--- config.mk ---
export PLATFORM = sky130hd
export DESIGN_NAME = stopwatch_ctrl_flat
export DESIGN_NICKNAME = d
export VERILOG_FILES = /design/src/rtl/stopwatch_ctrl_if.sv /design/src/rtl/stopwatch_ctrl.sv /design/src/flat_wrapper.sv
export SDC_FILE = /design/constraint.sdc
export NUM_CORES = 1
export LEC_CHECK = 0
export CORE_MARGIN = 2
export CORE_UTILIZATION = 59
export CTS_BUF_LIST = sky130_fd_sc_hd__clkbuf_2 sky130_fd_sc_hd__clkbuf_4 sky130_fd_sc_hd__clkbuf_8
export CTS_CLUSTER_SIZE = 10
export DETAILED_ROUTE_END_ITERATION = 8
export PLACE_DENSITY = 0.79
export SYNTH_ARGS = -nofsm -noshare
export SYNTH_HDL_FRONTEND = slang
export SYNTH_SLANG_ARGS = --single-unit
--- constraint.sdc ---
create_clock -name clk_1kHz -period 3.2 [get_ports clk_1kHz]
set_clock_uncertainty 0.05 [all_clocks]
set_input_delay 0.32 -clock clk_1kHz [delete_from_list [all_inputs] [get_ports clk_1kHz]]
set_output_delay 0.32 -clock clk_1kHz [all_outputs]
set_load 0.02 [all_outputs]
--- src/rtl/stopwatch_ctrl_if.sv ---
// Stopwatch controller interface: debounced button levels in, display and
// status out. The master side (buttons / observer) drives the buttons; the
// slave side (the controller) drives the display and status flags.
interface stopwatch_ctrl_if;
  logic        btn_toggle;
  logic        btn_clr;
  logic [15:0] digits;
  logic        running;
  logic        lap_active;
  logic        overflow;

  modport master (
    output btn_toggle, btn_clr,
    input  digits, running, lap_active, overflow
  );

  modport slave (
    input  btn_toggle, btn_clr,
    output digits, running, lap_active, overflow
  );
endinterface

--- src/rtl/stopwatch_ctrl.sv ---
// Stopwatch controller: start/stop on every toggle flip, lap/clear on the
// rising edge of btn_clr. Keeps a 4-digit BCD SS.hh count with lap freeze and
// a sticky overflow flag set when 99.99 wraps to 00.00.
module stopwatch_ctrl #(
  parameter int TICK_DIV = 10
) (
  input  logic     clk_1kHz,
  input  logic     rst,
  stopwatch_ctrl_if.slave sw
);

  typedef enum logic [1:0] {IDLE, RUN, PAUSED} state_t;

  localparam logic [7:0] PRESC_LAST = 8'(TICK_DIV - 1);

  state_t      state_reg, state_next;
  logic        armed_reg;
  logic        tog_q, clr_q;
  logic [7:0]  presc_reg, presc_next;
  logic [15:0] live_reg, live_next;
  logic [15:0] lap_reg, lap_next;
  logic        lap_on_reg, lap_on_next;
  logic        overflow_reg, overflow_next;

  logic        tog_evt, clr_evt;
  logic [15:0] live_inc;
  logic [4:0]  carry;

  // Events only once armed, so a button already high at reset release is quiet.
  assign tog_evt = armed_reg & (sw.btn_toggle != tog_q);
  assign clr_evt = armed_reg & sw.btn_clr & ~clr_q;

  // BCD ripple increment of the live count; carry[4] marks the 99.99 wrap.
  assign carry[0] = 1'b1;
  for (genvar gi = 0; gi < 4; gi++) begin : g_bcd
    logic [3:0] dig;
    assign dig = live_reg[gi*4 +: 4];
    assign live_inc[gi*4 +: 4] = carry[gi] ? ((dig == 4'd9) ? 4'd0 : dig + 4'd1) : dig;
    assign carry[gi+1] = carry[gi] & (dig == 4'd9);
  end

  // Edge-detect history and the arming flag for the first cycle after reset.
  always_ff @(posedge clk_1kHz or posedge rst) begin
    if (rst) begin
      armed_reg <= 1'b0;
      tog_q     <= 1'b0;
      clr_q     <= 1'b0;
    end else begin
      armed_reg <= 1'b1;
      tog_q     <= sw.btn_toggle;
      clr_q     <= sw.btn_clr;
    end
  end

  // State, prescaler, live count, lap capture and overflow registers.
  always_ff @(posedge clk_1kHz or posedge rst) begin
    if (rst) begin
      state_reg    <= IDLE;
      presc_reg    <= 8'd0;
      live_reg     <= 16'd0;
      lap_reg      <= 16'd0;
      lap_on_reg   <= 1'b0;
      overflow_reg <= 1'b0;
    end else begin
      state_reg    <= state_next;
      presc_reg    <= presc_next;
      live_reg     <= live_next;
      lap_reg      <= lap_next;
      lap_on_reg   <= lap_on_next;
      overflow_reg <= overflow_next;
    end
  end

  // Next-state logic; a toggle event takes priority and swallows a same-cycle clear.
  always_comb begin
    state_next    = state_reg;
    presc_next    = presc_reg;
    live_next     = live_reg;
    lap_next      = lap_reg;
    lap_on_next   = lap_on_reg;
    overflow_next = overflow_reg;

    // Counting only while running; the cycle that leaves RUN holds everything.
    if (state_reg == RUN && !tog_evt) begin
      if (presc_reg == PRESC_LAST) begin
        presc_next = 8'd0;
        live_next  = live_inc;
        if (carry[4]) overflow_next = 1'b1;
      end else begin
        presc_next = presc_reg + 8'd1;
      end
    end

    case (state_reg)
      IDLE: begin
        if (tog_evt) begin
          state_next = RUN;
          presc_next = 8'd0;
        end
      end
      RUN: begin
        if (tog_evt) begin
          state_next = PAUSED;
        end else if (clr_evt) begin
          if (lap_on_reg) begin
            lap_on_next = 1'b0;
          end else begin
            lap_next    = live_reg;
            lap_on_next = 1'b1;
          end
        end
      end
      PAUSED: begin
        if (tog_evt) begin
          state_next = RUN;
        end else if (clr_evt) begin
          if (lap_on_reg) begin
            lap_on_next = 1'b0;
          end else begin
            live_next     = 16'd0;
            presc_next    = 8'd0;
            overflow_next = 1'b0;
            state_next    = IDLE;
          end
        end
      end
      default: state_next = IDLE;
    endcase
  end

  assign sw.digits     = lap_on_reg ? lap_reg : live_reg;
  assign sw.running    = (state_reg == RUN);
  assign sw.lap_active = lap_on_reg;
  assign sw.overflow   = overflow_reg;

endmodule

--- src/flat_wrapper.sv ---
// flat-port wrapper written by rule: the top's interface ports become plain ports
module stopwatch_ctrl_flat 
#(
  parameter int TICK_DIV = 10
)
  (clk_1kHz, rst, sw_btn_toggle, sw_btn_clr, sw_digits, sw_running, sw_lap_active, sw_overflow);
  stopwatch_ctrl_if sw_i ();
  input  logic clk_1kHz;
  input  logic rst;
  input wire logic [$bits(sw_i.btn_toggle)-1:0] sw_btn_toggle;
  input wire logic [$bits(sw_i.btn_clr)-1:0] sw_btn_clr;
  output wire logic [$bits(sw_i.digits)-1:0] sw_digits;
  output wire logic [$bits(sw_i.running)-1:0] sw_running;
  output wire logic [$bits(sw_i.lap_active)-1:0] sw_lap_active;
  output wire logic [$bits(sw_i.overflow)-1:0] sw_overflow;
  assign sw_i.btn_toggle = sw_btn_toggle;
  assign sw_i.btn_clr = sw_btn_clr;
  assign sw_digits = sw_i.digits;
  assign sw_running = sw_i.running;
  assign sw_lap_active = sw_i.lap_active;
  assign sw_overflow = sw_i.overflow;
  stopwatch_ctrl #(.TICK_DIV(TICK_DIV)) u_core (.clk_1kHz(clk_1kHz), .rst(rst), .sw(sw_i));
endmodule
==> out/summary.txt <==
Final setup viols -> 0
Crit Path Class -> reg2out
IO Count -> 23
Layout filler cell count -> 325
Power Density -> 545 nW/µm²
Cell-internal power -> 1.08 mW
Worst VDD drop -> 0.578 mV
Leakage -> 1.29 nW
Post-Syn Area -> 2650 µm²
First-iteration detailed-routing DRC count -> 171
Number of nets with antenna violations after detailed routing -> 0
Full die area -> 5050 µm²
Commonest cells after routing, fill and taps aside -> sky130_fd_sc_hd__dfrtp_1 (47), sky130_fd_sc_hd__mux2_2 (26), sky130_fd_sc_hd__clkdlybuf4s50_1 (22)
Number of resized instances in the post-cts repair step -> 0
Worst slack on hold paths -> 456 ps
Final estimated routing congestion in global placement -> 0.797
Relative slew slack -> 37.1%
Min-delay worst type -> reg2reg
DRC violation count after routing -> 0
Data required time of the worst path -> 2830 ps
First-pass iteration count of the detailed router -> 4
Syn nets -> 271
Combinational fraction of design power -> 28.4%
Clock net sink count -> 47
TritonCTS clock tree -> built
Vias per inst -> 6.15
Final total power -> 1.64 mW
Count of max-cap constraint violations -> 0
Final cell area excluding filler cells -> 3010 µm²
Number of distinct library cell variants in the gate-level netlist after synthesis -> 50
Setup repair after global routing missed its margin -> no
Final WL -> 5.36 mm
Largest net degree at the start of global routing -> 48
Sequential cell area -> 1180 µm²
Core area -> 4350 µm²
Most common cell after layout, fill and taps aside -> sky130_fd_sc_hd__dfrtp_1
Count of flip-flops with a built-in enable after synthesis -> 0
First-pass GRT wire length -> 9.07 mm
Filler-free cell count of the finished design -> 332
Most used DFF post-synth -> sky130_fd_sc_hd__dfrtp_1
Half-perimeter wire length after placement -> 3.61 mm
Register bit count reported by yosys -> 47
Setup TNS Final -> 0 ps
Die Y-Extent -> 71.1 µm
Hold violation count in the final report -> 0
Ratio of final minimum period to clock period -> 78.7%
Placement Rows -> 24
Longest Clk Path Bufs -> 2
Vias in the first global route -> 1806
Switching Share -> 34.2%
Crit start category -> flip-flop
Type of destination of the critical path -> output port
Number of setup buffers added after CTS -> 0
Max Freq -> 397 MHz
Final antenna diode count -> 0
Dpl cells -> 324
Gr ovfl total -> 0
Total number of vias -> 2042
Mapped Cells -> 258
Number of max-slew violations in the final report -> 0
Hold bufs inserted after CTS -> 0
Fraction of final layout cells with drive strength greater than 1 -> 15.7%
Min Clock Period, post-route -> 2520 ps
Post-detailed-route wirelength per cell -> 16.1 µm
Critical path data arrival time -> 2150 ps
Initial Utilization -> 60.9%
Clock Pin Slew Worst Setup and Hold Paths -> 90 ps
Clk pwr share -> 24.5%
Seq/Total Area, Yosys -> 44.3%
Tightest Pin Transition -> 942 ps
Root buffer selected by CTS -> sky130_fd_sc_hd__clkbuf_8
Total Routing Usage GR -> 23.1%
Initial antenna violation count -> 0
Area growth, synth to finish -> 13.4%
Part of the power in registers -> 47.1%
Clock latency at the later pin of the worst-skew pair -> 300 ps
Number of warnings issued by yosys -> 0
Switching power -> 0.561 mW
Combined area of the multi-input logic cells -> 1370 µm²
Number of H-tree levels -> 2
Result of the run -> completed
Nets -> 292
Share of async-settable or async-resettable flops after synthesis -> 100%
Post-Synthesis Mean Instance Area -> 10.3 µm²
Reg-to-reg startpoint -> u_core.sw.lap_active
Number of clock buffers inserted by TritonCTS -> 5
Chip width -> 71.1 µm
Hold Path Origin -> u_core.sw.overflow
Number of buffers added on ports -> 22
Startpoint of the most critical setup path -> u_core.sw.lap_active
CP max FO -> 27
Placement Cell Area -> 2910 µm²
==> logic make-up after synthesis <==
| kind of cell | Yosys count | share of synthesized area [%] |
|---|---|---|
| muxes | 28 | 11.8 |
| adders and majority gates | 9 | 4.24 |
| and+or+nand+nor | 78 | 17.6 |
| other | 1 | 0.141 |
| buffers and inverters | 26 | 4.20 |
| xor gates and xnor gates | 7 | 2.59 |
| AOI/OAI and AO/OA | 62 | 15.1 |
| DFF | 47 | 44.3 |
==> power by group through the flow <==
stage	Combinational, mW	Clock, mW	Sequential, mW
after detailed placement	0.458	0	0.783
final	0.466	0.401	0.773
after floorplan	0.363	0	0.729
after global routing	0.512	0.435	0.791
after CTS	0.467	0.413	0.772
after global placement	0.451	0	0.780
==> per-layer routing <==
layer,up-vias,share of wire [%],GRT usage (%)
li1,999,-,-
met1,968,50,37.2
met2,66,42,30.0
met3,9,5.5,5.13
met4,0,1.7,8.81
met5,-,0,0
==> path summary, 6_finish.rpt <==
kind | depth (start not counted) | slack [ps] | to
hold reg to reg | 2 | 460 | u_core.sw.overflow
hold / removal | 2 | 460 | u_core.sw.overflow
min in group asynchronous | 2 | 490 | u_core.tog_q
setup reg to reg | 4 | 810 | u_core.presc_reg[2]
max in group asynchronous | 2 | 2010 | u_core.lap_reg[15]
setup / recovery | 2 | 680 | sw_digits[11]
==> cell usage after synthesis (2+ instances only) <==
cell type / count / share of area [%]
sky130_fd_sc_hd__nor2_1: 14 / 2.0
sky130_fd_sc_hd__mux2i_1: 2 / 0.75
sky130_fd_sc_hd__mux2_2: 26 / 11
sky130_fd_sc_hd__nor2b_1: 2 / 0.47
sky130_fd_sc_hd__nand2b_1: 2 / 0.47
sky130_fd_sc_hd__or4_1: 9 / 2.5
sky130_fd_sc_hd__buf_2: 5 / 0.94
sky130_fd_sc_hd__o2111ai_1: 3 / 0.99
sky130_fd_sc_hd__inv_1: 15 / 2.1
sky130_fd_sc_hd__o21ai_0: 16 / 3.0
sky130_fd_sc_hd__o31ai_1: 5 / 1.4
sky130_fd_sc_hd__buf_1: 2 / 0.28
sky130_fd_sc_hd__xnor2_1: 3 / 0.99
sky130_fd_sc_hd__or3_1: 2 / 0.47
sky130_fd_sc_hd__a31oi_1: 5 / 1.2
sky130_fd_sc_hd__nand2_1: 17 / 2.4
sky130_fd_sc_hd__dfrtp_1: 47 / 44
sky130_fd_sc_hd__nand4_1: 6 / 1.4
sky130_fd_sc_hd__and3b_1: 2 / 0.66
sky130_fd_sc_hd__and4b_1: 2 / 0.75
sky130_fd_sc_hd__clkbuf_1: 3 / 0.42
sky130_fd_sc_hd__a21oi_1: 15 / 2.8
sky130_fd_sc_hd__a211oi_1: 5 / 1.4
sky130_fd_sc_hd__nand3_1: 10 / 1.9
sky130_fd_sc_hd__xor2_1: 3 / 0.99
sky130_fd_sc_hd__o211ai_1: 5 / 1.4
sky130_fd_sc_hd__ha_1: 9 / 4.2
==> final cells by class <==
cell class,count,area share [%]
multi-input combinational,185,45.4
sequential,47,39.1
timing repair buffer,25,8.06
clock buffer,8,3.45
tap,52,2.16
inverter,15,1.87
==> through the flow <==
step	utilization, %	setup WS, ps
5_1_grt	69.1	554
3_5_place_dp	66.8	725
3_3_place_gp	66.8	770
6_report	69.1	681
4_1_cts	69.1	642
2_1_floorplan	-	1050
==> critical path: stages, from the launching register on <==
cell and delay [ps]:
sky130_fd_sc_hd__dfrtp_1 870, sky130_fd_sc_hd__mux2_2 430, sky130_fd_sc_hd__clkdlybuf4s50_1 550
Power figures use the tool's default switching activity.
